===== config.mk =====
export PLATFORM = sky130hd
export DESIGN_NAME = cbb_ecc_enc
export DESIGN_NICKNAME = d
export VERILOG_FILES = /design/src/rtl/cbb_ecc_enc.sv
export SDC_FILE = /design/constraint.sdc
export NUM_CORES = 1
export LEC_CHECK = 0
export BUFFER_PORTS_ARGS = -buffer_cell sky130_fd_sc_hd__buf_4
export CAP_MARGIN = 25
export CORE_AREA = 10 10 109 111
export CTS_CLUSTER_SIZE = 12
export DETAILED_ROUTE_END_ITERATION = 8
export DIE_AREA = 0 0 119 121
export GPL_ROUTABILITY_DRIVEN = 0
export GPL_TIMING_DRIVEN = 1
export PLACE_DENSITY = 0.59
export SLEW_MARGIN = 40
export SYNTH_ARGS = -nofsm -noshare
export SYNTH_HDL_FRONTEND = slang
export SYNTH_SLANG_ARGS = --single-unit

===== constraint.sdc =====
create_clock -name clk -period 3.26 [get_ports clk]
set_input_delay 0.652 -clock clk [delete_from_list [all_inputs] [get_ports clk]]
set_output_delay 0.652 -clock clk [all_outputs]
set_load 0.02 [all_outputs]

===== src/rtl/cbb_ecc_enc.sv =====
// rtl/cbb_ecc_enc.sv - SECDED encoder with valid/ready output and two-entry skid buffer
//
// Purpose: computes EW-1 Hamming check bits plus one overall-parity bit for a
// DW-bit data word and emits the codeword {ecc, data} through a registered
// valid/ready stage (output register + skid register) that sustains one word
// per cycle under backpressure.
//
// Ports:
//   clk       clock, all state updates on the rising edge
//   rst       synchronous active-high reset
//   in_vld    input word valid
//   in_rdy    encoder can accept a word (decoded from state flops, 0 during rst)
//   in_data   DW-bit data word
//   out_vld   codeword valid
//   out_rdy   downstream accepts the codeword
//   out_data  codeword: [DW-1:0] = data, [DW+EW-1:DW] = ecc
//   inj_mask  error-injection XOR mask         (CBB_ECC_ENC_ERR_INJ_EN only)
//   out_inj   codeword carries a nonzero mask  (CBB_ECC_ENC_ERR_INJ_EN only)
//
// Optional feature macro: CBB_ECC_ENC_ERR_INJ_EN
module cbb_ecc_enc #(
  parameter int DW = 32,
  parameter int EW = 7
) (
  input  logic               clk,
  input  logic               rst,
  input  logic               in_vld,
  output logic               in_rdy,
  input  logic [DW-1:0]      in_data,
  output logic               out_vld,
  input  logic               out_rdy,
  output logic [DW+EW-1:0]   out_data
`ifdef CBB_ECC_ENC_ERR_INJ_EN
  ,
  input  logic [DW+EW-1:0]   inj_mask,
  output logic               out_inj
`endif
);

  localparam int CW = DW + EW;

  // Data bit j sits at the (j+1)-th integer >= 3 that is not a power of two.
  // Returns the set of data bits whose Hamming position has bit bit_idx set.
  // Powers of two are never adjacent above 2, so a single skip suffices.
  function automatic logic [DW-1:0] ham_mask(input int bit_idx);
    logic [DW-1:0] m;
    int            p;
    m = '0;
    p = 2;
    for (int j = 0; j < DW; j++) begin
      p = p + 1;
      if ((p & (p - 1)) == 0) begin
        p = p + 1;
      end
      m[j] = p[bit_idx];
    end
    return m;
  endfunction

  // ---------------------------------------------------------------------------
  // Combinational encoder
  // ---------------------------------------------------------------------------
  logic [EW-2:0] w_ham;
  logic          w_par;
  logic [CW-1:0] w_codeword;
  logic [CW-1:0] w_stored;

  for (genvar gi = 0; gi < EW - 1; gi++) begin : g_ham
    localparam logic [DW-1:0] HMASK = ham_mask(gi);
    assign w_ham[gi] = ^(in_data & HMASK);
  end

  // Overall parity covers data and Hamming bits so a clean codeword is even.
  assign w_par      = ^{in_data, w_ham};
  assign w_codeword = {w_par, w_ham, in_data};

`ifdef CBB_ECC_ENC_ERR_INJ_EN
  logic w_inj;
  assign w_stored = w_codeword ^ inj_mask;
  assign w_inj    = |inj_mask;
`else
  assign w_stored = w_codeword;
`endif

  // ---------------------------------------------------------------------------
  // Output / skid control
  // ---------------------------------------------------------------------------
  typedef enum logic [1:0] {
    S_EMPTY = 2'd0,
    S_ONE   = 2'd1,
    S_FULL  = 2'd2
  } state_t;

  state_t        r_state;
  state_t        w_state_nxt;
  logic [CW-1:0] r_out_data;
  logic [CW-1:0] r_skid_data;
  logic          w_accept;
  logic          w_pop;
  logic          w_load_out_in;
  logic          w_load_out_skid;
  logic          w_load_skid;

  // in_rdy comes from the state flops only; rst gates it so nothing is
  // accepted on a reset edge.
  assign in_rdy   = (r_state != S_FULL) & ~rst;
  assign out_vld  = (r_state != S_EMPTY);
  assign out_data = r_out_data;

  assign w_accept = in_vld & in_rdy;
  assign w_pop    = out_vld & out_rdy;

  always_comb begin
    w_state_nxt     = r_state;
    w_load_out_in   = 1'b0;
    w_load_out_skid = 1'b0;
    w_load_skid     = 1'b0;
    case (r_state)
      S_EMPTY: begin
        if (w_accept) begin
          w_state_nxt   = S_ONE;
          w_load_out_in = 1'b1;
        end
      end
      S_ONE: begin
        if (w_accept && w_pop) begin
          w_load_out_in = 1'b1;
        end else if (w_accept) begin
          w_state_nxt = S_FULL;
          w_load_skid = 1'b1;
        end else if (w_pop) begin
          w_state_nxt = S_EMPTY;
        end
      end
      S_FULL: begin
        if (w_pop) begin
          w_state_nxt     = S_ONE;
          w_load_out_skid = 1'b1;
        end
      end
      default: begin
        w_state_nxt = S_EMPTY;
      end
    endcase
  end

  always_ff @(posedge clk) begin
    if (rst) begin
      r_state     <= S_EMPTY;
      r_out_data  <= '0;
      r_skid_data <= '0;
    end else begin
      r_state <= w_state_nxt;
      if (w_load_out_in) begin
        r_out_data <= w_stored;
      end else if (w_load_out_skid) begin
        r_out_data <= r_skid_data;
      end
      if (w_load_skid) begin
        r_skid_data <= w_stored;
      end
    end
  end

`ifdef CBB_ECC_ENC_ERR_INJ_EN
  // The injection flag travels alongside its codeword through the skid slot.
  logic r_out_inj;
  logic r_skid_inj;

  assign out_inj = r_out_inj;

  always_ff @(posedge clk) begin
    if (rst) begin
      r_out_inj  <= 1'b0;
      r_skid_inj <= 1'b0;
    end else begin
      if (w_load_out_in) begin
        r_out_inj <= w_inj;
      end else if (w_load_out_skid) begin
        r_out_inj <= r_skid_inj;
      end
      if (w_load_skid) begin
        r_skid_inj <= w_inj;
      end
    end
  end
`endif

endmodule


==> results of run 1 <==
## cells in the mapped netlist, types with 2 or more instances
cell type	instances
clkbuf_1	31
mux2_2	4
a211oi_1	8
xnor3_1	8
xor2_1	9
nand2_1	106
dfxtp_1	80
nand2b_1	2
a21oi_1	37
nor2b_1	3
nor2_1	47
nor3_1	3
xnor2_2	2
nand3_1	34
xnor2_1	41
a311oi_1	34
buf_1	4
## state kept, by name (all words and copies together), names as in the netlist
register / cells
out_data: 39
r_skid_data: 39
r_state: 2
## worst max path at each step
stage                            from            to  slack, ns  cells after the start
final                     in_data[12]  out_data[38]       0.50                      8
after detailed placement  in_data[12]  out_data[38]       0.17                      8
after global routing      in_data[12]  out_data[38]       0.37                      8
after CTS                 in_data[12]  out_data[38]       0.53                      8
after floorplan            in_data[0]  out_data[38]       0.54                      7
after global placement    in_data[12]  out_data[38]       0.29                      8
## cells by family (layout without fill, tap and decap cells)
kind of cell              Yosys count  after routing  synth area share [%]
DFF                                80             80                  41.8
muxes                               4              4                  1.18
AOI/OAI and AO/OA                  83             83                  15.3
and+or+nand+nor                   196            196                  20.8
buffers and inverters              35            100                  3.43
xor gates and xnor gates           61             61                  17.4
## where the power goes
part	internal (mW)	switching, mW
Sequential	1.03	0.0315
Combinational	0.458	0.436
Clock	0.448	0.364
Total	1.93	0.832
## worst max-delay path: cells and delay by family
family,cells,cell delay (ns)
buffers and inverters,1,0.12
XOR/XNOR,6,1.97
AO/OA/AOI/OAI,1,0.28
## layer usage
metal | routed length, µm | part of all wire (%) | GRT usage, %
met5 | 0 | 0 | 0
met4 | 101 | 0.95 | 4.43
met3 | 479 | 4.5 | 3.21
met2 | 5150 | 49 | 23.9
met1 | 4880 | 46 | 18.3
## final cells by class
type | instances | area (µm²) | share of cell area, %
timing repair buffer | 85 | 651 | 13.7
sequential | 80 | 1600 | 33.7
clock buffer | 10 | 138 | 2.90
clock inverter | 5 | 81.3 | 1.71
multi-input combinational | 344 | 2110 | 44.5
tap | 133 | 166 | 3.50
## per-stage QoR
stage / hold slack, ns / setup WS (ns) / power (mW)
final: 0.459 / 0.499 / 2.77
after global routing: 0.479 / 0.370 / 2.91
after CTS: 0.459 / 0.533 / 2.80
after detailed placement: 0.447 / 0.165 / 1.99
after global placement: 0.442 / 0.289 / 1.97
after floorplan: 0.437 / 0.540 / 1.75
## layout by cell type, fill, tap and decap left out
cell type and count:
clkbuf_8 10, or2_2 1, nor3_1 2, nor2_1 47
xnor3_1 8, nor2b_1 2, xnor2_1 41, nand2_2 1
xnor2_2 2, nand2_1 105, a31oi_1 1, nand3_1 34
bufinv_16 2, a311oi_1 34, buf_4 84, a211oi_2 1
mux2_2 4, nor2b_2 1, nand2b_1 2, clkinv_4 1
a21oi_1 37, buf_12 1, clkinv_2 1, nor3_4 1
o22a_1 1, clkinvlp_4 1, xor2_2 1, dfxtp_1 80
a211oi_1 8, xor2_1 9, a221oi_2 1
==> results.toml, run 1 <==
[critical_path]
crit_slowest_cell = "xnor3_1"
path_class = "in -> reg"
cp_max_fo = 3
end_kind = "register"
critPathRequiredTime_ns = 3.52
startpoint_type = "primary input"
r2r_end = "out_data[34]"
timing.rr.start = "r_state[1]"
crit_chain = "buf_4 -> xnor2_1 -> xnor3_1 -> xnor2_1 -> xnor2_1 -> xnor3_1 -> xnor3_1 -> a221oi_2"
cpPeakStageDelay_ns = 0.48
crit_arrival_ns = 3.02
r2r.worst_path.cells = 7
r2r_slack_ns = 1.20

[yosys]
synth_top_area_share_pct = 41.8
synth_seq_area_share_pct = 41.8
ys_top_cells_by_area = "dfxtp_1 42%, nand2_1 10%, xnor2_1 9.4%"
ys_types = 23
synth-edff-count = 0
avgSynthCellArea_um2 = 8.34
synthArstFlopShare_pct = 0
ys_ff_latch = 80
synth_top_area_cell = "dfxtp_1"
synth_top_flop_cell = "dfxtp_1"
synth_fp_nets = 495
synthCells = 459
synth_warnings = 0
netlist_area_mm2 = 0.00383

[clock_network]
clkLatencyLatePin_ns = 0.34
cts_inserted_buffers = 9
clock-sinks = 80
tritoncts = "yes"
htree_levels = 3
postCtsSetupRepairBufs = 0
cts_buffer_depth = 2
cts_hold_buf = 0
cts_resized = 0
cts-root-buf = "clkbuf_8"
clk_pin_slew_ns = 0.09

[cells_and_area]
nets = 556
nFillCells = 967
n_antenna_cell = 0
drive_above_1_share_pct = 21.6
layout.cells.non_filler = 657
area_delta_synth_final_pct = 24.1
finish.instance_area_mm2 = 0.00475
final_core_util_pct = 49.3

[timing]
relSlewSlack_pct = 53.9
hold_violations = 0
setup_viol = 0
fmaxAchievable_mhz = 362
finalClockSkew_ns = 0.00920
slew_viol_final = 0
period_share_pct = 84.7
rsz0062_at_grt = "no"
fin_tns_setup_ns = 0
fin_crit_ns = 2.76
tightest_slew_ns = 0.690

[placed_design]
dp.cells = 642
dp_hpwl_mm = 7.42
port_buffers = 76
place_area_mm2 = 0.00452

[detailed_routing]
drtPass1Iterations = 4
detail-route-antenna-nets = 0
drc = 0
drtIter0Drc = 171
post_drt_wl_per_cell_um = 16.1
num_vias = 3366
vias_per_cell = 5.12
wl_mm = 10.6

[grt]
antenna_found_initial = 0
grt_pass1_vias = 3362
gr-total-overflow = 0
grt_max_degree = 50
grt_first_pass_wirelength_mm = 17.2
grtUsageTotal_pct = 14.4

[min_path]
min_to = "r_skid_data[36]"
hold-path-cell-count = 2
hold_path.startpoint = "r_skid_data[36]"
hold_path_class = "reg -> reg"

[die]
rows = 36
die_area_mm2 = 0.0144
core_area_mm2 = 0.00964
fp.dieH_um = 121
start_util_pct = 39.7
die_w_um = 119
ios = 77

[power_and_ir_drop]
pwr_density_cell_mw_per_mm2 = 583
cellLeakagePower_nw = 1.79
irDropWorstVdd_v = 0.000289

[run]
drv_cap = 0

[run_status]
status = "completed"
Note: power is estimated with default switching activity, not from simulation.
==> run 2: changes to the inputs <==
--- a/config.mk
+++ b/config.mk
@@ -13,7 +13,7 @@
 export DIE_AREA = 0 0 119 121
 export GPL_ROUTABILITY_DRIVEN = 0
 export GPL_TIMING_DRIVEN = 1
-export PLACE_DENSITY = 0.59
+export PLACE_DENSITY = 0.61
 export SLEW_MARGIN = 40
 export SYNTH_ARGS = -nofsm -noshare
 export SYNTH_HDL_FRONTEND = slang
==> constraint.sdc (replaced) <==
create_clock -name clk -period 2.2 [get_ports clk]
set_input_delay 0.44 -clock clk [delete_from_list [all_inputs] [get_ports clk]]
set_output_delay 0.44 -clock clk [all_outputs]
set_load 0.02 [all_outputs]
==> results.toml, run 2 (synthesized netlist as in run 1, its figures left out) <==
[critical_path]
startpoint_type = "primary input"
end_kind = "register"
crit_top_cell = "xnor3_1"
crit_slowest_cell = "xnor3_1"
cpPeakStageDelay_ns = 0.44
critPathRequiredTime_ns = 2.46
timing.rr.start = "r_state[1]"
crit_chain = "buf_8 -> xnor2_2 -> buf_4 -> xnor3_1 -> buf_4 -> xnor2_2 -> xnor2_1 -> xnor3_1 -> xnor3_1 -> a221oi_2"
r2r.worst_path.cells = 5
crit_arrival_ns = 2.52
path_class = "in -> reg"
r2r_end = "out_data[7]"
r2r_slack_ns = 0.47
cp_max_fo = 4

[die]
core_area_mm2 = 0.00964
rows = 36
fp.dieH_um = 121
start_util_pct = 39.7
ios = 77
die_area_mm2 = 0.0144
die_w_um = 119

[clock_network]
cts-root-buf = "clkbuf_8"
clkLatencyLatePin_ns = 0.34
cts_inserted_buffers = 9
cts_buffer_depth = 2
clk_pin_slew_ns = 0.08
htree_levels = 3
clock-sinks = 80
tritoncts = "yes"
cts_hold_buf = 0

[timing]
worst_slack_ns = -0.0620
period_share_pct = 103
hold_violations = 0
setup_viol = 1
fin_tns_setup_ns = -0.0620
tightest_slew_ns = 0.549
slew_viol_final = 0
fmaxAchievable_mhz = 442
rsz0062_at_grt = "yes"
whs_ns = 0.318
relSlewSlack_pct = 63.3
finalClockSkew_ns = 0.0100
fin_crit_ns = 2.26

[detailed_routing]
post_drt_wl_per_cell_um = 15.7
vias_per_cell = 5.05
num_vias = 3534
drtPass1Iterations = 4
wl_mm = 11.0
drtIter0Drc = 172
detail-route-antenna-nets = 0
drc = 0

[placed_design]
dp_hpwl_mm = 7.55
dp_slack_ns = -0.346
dp.cells = 682
port_buffers = 76

[min_path]
hold_path.startpoint = "rst"
min_to = "r_state[0]"
hold-path-cell-count = 2
hold_path_class = "in -> reg"

[grt]
gr-total-overflow = 0
use_met1_pct = 18.7
grt_max_degree = 49
grt_first_pass_wirelength_mm = 17.9
grt_use_met3_pct = 3.44
grt_pass1_vias = 3561
grt_busiest_layer = "met2"
grtUsageTotal_pct = 14.9
gr-usage-met2_pct = 24.3
antenna_found_initial = 0

[cells_and_area]
nets = 598
n_antenna_cell = 0
final_cell_mix = "124 x buf_4, 105 x nand2_1, 80 x dfxtp_1"
final_common_cell = "buf_4"
nFillCells = 944
layout.cells.non_filler = 700
drive_above_1_share_pct = 29.3
final_core_util_pct = 53.5
area_delta_synth_final_pct = 34.7
multi_input_area_mm2 = 0.00219
regArea_mm2 = 0.00160

[run_status]
status = "complete, but fails checks"
failed_checks = "negative setup slack"

[power_and_ir_drop]
internal_power_mw = 3.12
switching_share_pct = 29.4
seqPwrFrac_pct = 35.5
switchingPower_mw = 1.30
pwr_density_cell_mw_per_mm2 = 858
irDropWorstVdd_v = 0.000548
p_comb_share_pct = 37.2
power_frac_clock_pct = 27.3
cellLeakagePower_nw = 2.04

[run]
drv_cap = 0
[run 2: changes by cell type in the layout (fill, tap and decap cells not counted), sizes merged]
cell and delta:
clkbuf +1, clkinv -1, buf +42, clkinvlp +1
[run 2: worst max path at each step]
stage / startpoint / to / slack, ns / cells past startpoint
after CTS: in_data[0] / out_data[38] / 0.008 / 7
final: in_data[13] / out_data[38] / -0.06 / 10
after global routing: in_data[13] / out_data[38] / -0.10 / 10
after global placement: in_data[20] / out_data[38] / -0.32 / 9
after floorplan: in_data[0] / out_data[38] / -0.16 / 6
after detailed placement: in_data[16] / out_data[38] / -0.35 / 9
[run 2: final cells by class]
type | instances | area share [%]
Clock inverter | 5 | 1.55
Multi-Input combinational cell | 344 | 42.4
Timing Repair Buffer | 127 | 19.0
Sequential cell | 80 | 31.1
Clock buffer | 11 | 2.74
Tap cell | 133 | 3.23
[run 2: through the flow]
| stage | total power, mW | instance area, µm² |
|---|---|---|
| floorplan | 2.65 | 3890 |
| global placement | 3.18 | 4880 |
| detailed placement | 3.20 | 4880 |
| CTS | 4.42 | 5100 |
| global route | 4.63 | 5150 |
| finish | 4.42 | 5150 |
[run 2: timing repair]
item                       CTS  global route
setup endpoints to repair    0             2
hold endpoints to repair     0             0
setup buffers                0             2
gates resized for setup      0             6
[run 2: power by group through the flow]
| stage | Combinational, mW | Clock (mW) | Sequential [mW] |
|---|---|---|---|
| after floorplan | 0.980 | 0 | 1.67 |
| after global placement | 1.57 | 0 | 1.60 |
| after detailed placement | 1.60 | 0 | 1.60 |
| after CTS | 1.61 | 1.24 | 1.57 |
| after global routing | 1.76 | 1.30 | 1.58 |
| final | 1.65 | 1.21 | 1.57 |
[run 2: worst max-delay path: cells and delay by family]
family	cells	cell delay, ns
xor gates and xnor gates	6	1.42
buffers and inverters	3	0.42
AOI/OAI and AO/OA	1	0.25
[run 2: metal layers]
layer | share of wire [%] | up-vias | routed length (µm)
li1 | - | 1772 | -
met1 | 48 | 1681 | 5310
met2 | 46 | 71 | 5090
met3 | 4.0 | 10 | 433
met4 | 1.2 | 0 | 133
met5 | 0 | - | 0
